### config.mk
export PLATFORM = sky130hd
export DESIGN_NAME = lvds_frame_aligner
export DESIGN_NICKNAME = d
export VERILOG_FILES = /design/src/rtl/lvds_frame_aligner.sv
export SDC_FILE = /design/constraint.sdc
export NUM_CORES = 1
export LEC_CHECK = 0
export ABC_AREA = 1
export BUFFER_PORTS_ARGS = -buffer_cell sky130_fd_sc_hd__buf_2
export CAP_MARGIN = 20
export CORE_ASPECT_RATIO = 0.7
export CORE_MARGIN = 2
export CORE_UTILIZATION = 63
export CTS_BUF_LIST = sky130_fd_sc_hd__clkbuf_8
export CTS_CLUSTER_DIAMETER = 80
export CTS_CLUSTER_SIZE = 16
export DETAILED_ROUTE_END_ITERATION = 8
export PLACE_DENSITY = 0.89
export SETUP_SLACK_MARGIN = 0.2
export SYNTH_ARGS = -nofsm -noshare
export SYNTH_HDL_FRONTEND = slang
export SYNTH_SLANG_ARGS = --single-unit
export TNS_END_PERCENT = 30
### constraint.sdc
create_clock -name clk -period 3 [get_ports clk]
set_input_delay 0.15 -clock clk [delete_from_list [all_inputs] [get_ports clk]]
set_output_delay 0.15 -clock clk [all_outputs]
set_load 0.1 [all_outputs]
### src/rtl/lvds_frame_aligner.sv
// rtl/lvds_frame_aligner.sv - LVDS receive frame aligner: header hunt, lock qualification, payload delimiting
module lvds_frame_aligner #(
    parameter int                DATA_W        = 8,
    parameter logic [DATA_W-1:0] HDR0          = 8'hEE,
    parameter logic [DATA_W-1:0] HDR1          = 8'h33,
    parameter int                PAYLOAD_LEN   = 124,
    parameter int                LOCK_CNT      = 3,
    parameter int                LOSS_CNT      = 2,
    parameter bit                PASS_UNLOCKED = 1'b0
) (
    input  logic              clk,
    input  logic              rst_n,
    input  logic [DATA_W-1:0] din,
    input  logic              din_vld,
    output logic [DATA_W-1:0] dout,
    output logic              dout_vld,
    output logic              sof,
    output logic              eof,
    output logic              locked,
    output logic              hdr_err,
    output logic [15:0]       frame_cnt
);

    localparam int CW = $clog2(PAYLOAD_LEN + 1);

    typedef enum logic [2:0] {
        S_HUNT,
        S_GOT0,
        S_PAYLOAD,
        S_EXP0,
        S_EXP1
    } state_t;

    state_t        state;
    logic [CW-1:0] idx;
    logic [3:0]    good_cnt;
    logic [3:0]    miss_cnt;
    logic          gate;

    logic       is_hdr0, is_hdr1;
    logic       free_hdr, chain_hdr, miss;
    logic       last_beat;
    logic [3:0] good_inc, miss_inc;
    logic       lock_hdr, lock_drop;

    always_comb begin
        is_hdr0   = (din == HDR0);
        is_hdr1   = (din == HDR1);
        free_hdr  = din_vld && (state == S_GOT0) && is_hdr1;
        chain_hdr = din_vld && (state == S_EXP1) && is_hdr1;
        miss      = din_vld && (((state == S_EXP0) && !is_hdr0) ||
                                ((state == S_EXP1) && !is_hdr1));
        last_beat = (idx == CW'(PAYLOAD_LEN - 1));
        good_inc  = (good_cnt == 4'(LOCK_CNT)) ? good_cnt : good_cnt + 4'd1;
        miss_inc  = (miss_cnt == 4'(LOSS_CNT)) ? miss_cnt : miss_cnt + 4'd1;
        // A free header sets good_cnt to 1, so it can only lock when LOCK_CNT is 1
        lock_hdr  = (free_hdr && (LOCK_CNT == 1)) ||
                    (chain_hdr && (good_inc == 4'(LOCK_CNT)));
        lock_drop = miss && locked && (miss_inc == 4'(LOSS_CNT));
    end

    always_ff @(posedge clk or negedge rst_n) begin
        if (!rst_n) begin
            state     <= S_HUNT;
            idx       <= '0;
            good_cnt  <= '0;
            miss_cnt  <= '0;
            gate      <= 1'b0;
            dout      <= '0;
            dout_vld  <= 1'b0;
            sof       <= 1'b0;
            eof       <= 1'b0;
            locked    <= 1'b0;
            hdr_err   <= 1'b0;
            frame_cnt <= '0;
        end else begin
            dout_vld <= 1'b0;
            sof      <= 1'b0;
            eof      <= 1'b0;
            hdr_err  <= 1'b0;
            if (din_vld) begin
                case (state)
                    S_HUNT: begin
                        if (is_hdr0) state <= S_GOT0;
                    end
                    S_GOT0: begin
                        if (is_hdr1) begin
                            state    <= S_PAYLOAD;
                            idx      <= '0;
                            good_cnt <= 4'd1;
                            locked   <= locked || lock_hdr;
                            gate     <= PASS_UNLOCKED || locked || lock_hdr;
                        end else if (!is_hdr0) begin
                            state <= S_HUNT;
                        end
                    end
                    S_PAYLOAD: begin
                        // Gate was fixed at the header, so a frame is emitted whole or not at all
                        if (gate) begin
                            dout     <= din;
                            dout_vld <= 1'b1;
                            sof      <= (idx == '0);
                            eof      <= last_beat;
                            if (last_beat) frame_cnt <= frame_cnt + 16'd1;
                        end
                        if (last_beat) state <= S_EXP0;
                        else           idx   <= idx + CW'(1);
                    end
                    S_EXP0: begin
                        state <= is_hdr0 ? S_EXP1 : S_HUNT;
                    end
                    S_EXP1: begin
                        if (is_hdr1) begin
                            state    <= S_PAYLOAD;
                            idx      <= '0;
                            good_cnt <= good_inc;
                            miss_cnt <= '0;
                            locked   <= locked || lock_hdr;
                            gate     <= PASS_UNLOCKED || locked || lock_hdr;
                        end else begin
                            state <= is_hdr0 ? S_GOT0 : S_HUNT;
                        end
                    end
                    default: state <= S_HUNT;
                endcase
            end
            if (miss) begin
                hdr_err  <= 1'b1;
                good_cnt <= '0;
                if (lock_drop) begin
                    locked   <= 1'b0;
                    miss_cnt <= '0;
                end else begin
                    miss_cnt <= miss_inc;
                end
            end
        end
    end

endmodule

==> out/results.txt <==
setup ws final: 1310 ps
initial antenna violation count: 0
most frequent cells after synthesis: nand2_1, dfrtp_1, inv_1
CP max FO: 16
die area: 4810 sq um
Final #Nets: 419
die span in y: 58.6 microns
fin. max-slew vios: 0
crit path kind: reg -> reg
row count: 19
# diodes: 0
share of cells above drive strength 1: 0.154
post-route ant nets: 0
register area share after synthesis: 0.447
dpl cells: 445
Filler Cell Count: 291
Critical-path top delay cell: dfrtp_1
Post-CTS Repair Setup Buffers: 0
area delta synth->final: 13.4%
hold-fix buffers at CTS: 0
clock tree buffer depth: 2
CP arrival: 1890 ps
WL per Instance: 12.7 microns
Total GRT Usage: 0.273
Mapped Cells: 357
setup violators final: 0
Final Hold Fails: 0
top-area cell type share of the netlist area: 0.447
Final HPWL DP: 4310 microns
via count of the first global-routing pass: 2192
Via Count: 2400
CTS buffer count: 5
largest net degree at the start of global routing: 49
Post-synth EDFFs: 0
GRT overflow: 0
first-pass GRT wire length: 9850 microns
Slew @ Worst Pin: 502 ps
f_max: 0.591 GHz
crit path capture type: flop
Vias/cell: 5.27
IO Count: 40
#FFs+latches synth: 48
clock root cell: clkbuf_8
Die X: 82.1 microns
Max-Cap Viols: 0
CTS H-tree depth: 2
total length of routed wires: 5780 microns
TritonRoute pass-1 iters: 5
CP peak stage delay: 400 ps
Worst Setup Start Kind: flop
drt first-iter violations: 152
Yosys warnings: 0
syn_area_per_cell: 7.53 sq um
Port-buffer cells: 39
Final Util: 0.758
Cell Count, Final, Fillers Out: 455
area leader, netlist: dfrtp_1
Relative slew margins: 0.668
Place WS: 1320 ps
Placer Congestion: 0.904
pwr dens: 538 nW/um^2
clock skew: 6.07 ps
FFs w/ async S/R, synth: 1.00
minimum clock period: 1690 ps
Critical Path RT: 3200 ps
Sum Neg Setup Slack: 0 ps
CTS resizes: 0
Final period util: 0.564
Unique masters post-synth: 28
Synth Cell Area: 2690 sq um
RSZ-0062 raised after global routing: no
Reg2Reg Setup Slack: 1310 ps
CORE AREA: 4020 sq um
most common cell in the netlist: nand2_1
leakage: 1.67 nW
Syn Nets: 374
clk_lat worst skew: 310 ps
Worst-path clk slew: 90 ps
Final Power: 0.00164 W
drc violations: 0
clock sink count: 48
CP cell instances: ha_1 > nand3_1 > nor3_4 > nand2_4 > clkinv_2 > nand2_1 > xnor2_1
CTS tree: done
Min-Delay Path Class: in -> reg
Starting Density: 0.669
status: completed
Synth area leaders: dfrtp_1, nand2_1, inv_1, nor2_1, xor2_1
Peak VDD IR: 0.406 mV
Main synth FF type: dfrtp_1
## path summary, 6_finish.rpt
| kind | startpoint | end | cells past startpoint |
|---|---|---|---|
| worst min register to register | dout[5] | dout[5] | 2 |
| min in group asynchronous | rst_n | eof | 2 |
| worst max register to register | idx[0] | frame_cnt[6] | 7 |
| worst max-delay path | idx[0] | frame_cnt[6] | 7 |
| max in group asynchronous | rst_n | good_cnt[2] | 3 |
| worst min-delay path | din[1] | dout[1] | 3 |
## per-stage QoR
stage | area (sq um) | hold WS, ps
floorplan | 2690 | -146
global placement | 2920 | 380
detailed placement | 2920 | 389
CTS | 3020 | 48.2
global route | 3050 | 86.3
finish | 3050 | 85.7
## routing by layer
metal / routed length [microns] / vias up / GRT usage
li1: - / 1215 / -
met4: 76 / 0 / 0.0976
met1: 2770 / 1084 / 0.400
met3: 374 / 7 / 0.0660
met2: 2560 / 94 / 0.397
met5: 0 / - / 0
## flip-flops by register name (all words and copies together) (netlist names)
register and flops:
eof 1, sof 1, locked 1, dout_vld 1, miss_cnt 4, good_cnt 4, idx 7, hdr_err 1
gate 1, dout 8, frame_cnt 16, state 3
## cells in the final DEF, fill, tap and decap left out, drive strengths merged
master	instances
xor2	13
o21ai	21
buf	40
nor3b	1
nor2	36
dfrtp	48
xnor2	3
nor3	7
nand4	13
a21oi	2
inv	45
dlygate4sd3	1
nand2	127
clkbuf	6
clkinv	3
nand3b	3
o22ai	3
nor4	1
ha	6
nand3	24
## where the power goes
part           switching (W)  internal [W]
clock               0.000215      0.000184
sequential         0.0000623      0.000712
combinational       0.000325      0.000140
## critical path, delay by kind of cell (launching register included)
| kind | cells | cell delay [ps] |
|---|---|---|
| flops | 1 | 400 |
| fa+ha+maj | 1 | 250 |
| xor+xnor | 1 | 140 |
| simple gates | 4 | 610 |
| buf+inv | 1 | 170 |
## area by class of cell
type,instances,area [sq um],area share
well taps,52,65.1,0.0214
inverters,46,174,0.0571
clock buffers,6,82.6,0.0271
repair buffers,41,225,0.0739
clock inverters,2,10.0,0.00329
flip-flops and latches,48,1200,0.394
multi-input cells,260,1290,0.423
## kinds of logic after synthesis
family,count (synthesis),synth area share
fa+ha+maj,6,0.0279
buf+inv,49,0.0736
compound gates,26,0.0498
simple gates,212,0.350
xor+xnor,16,0.0521
flops,48,0.447
Power figures use the tool's default switching activity.
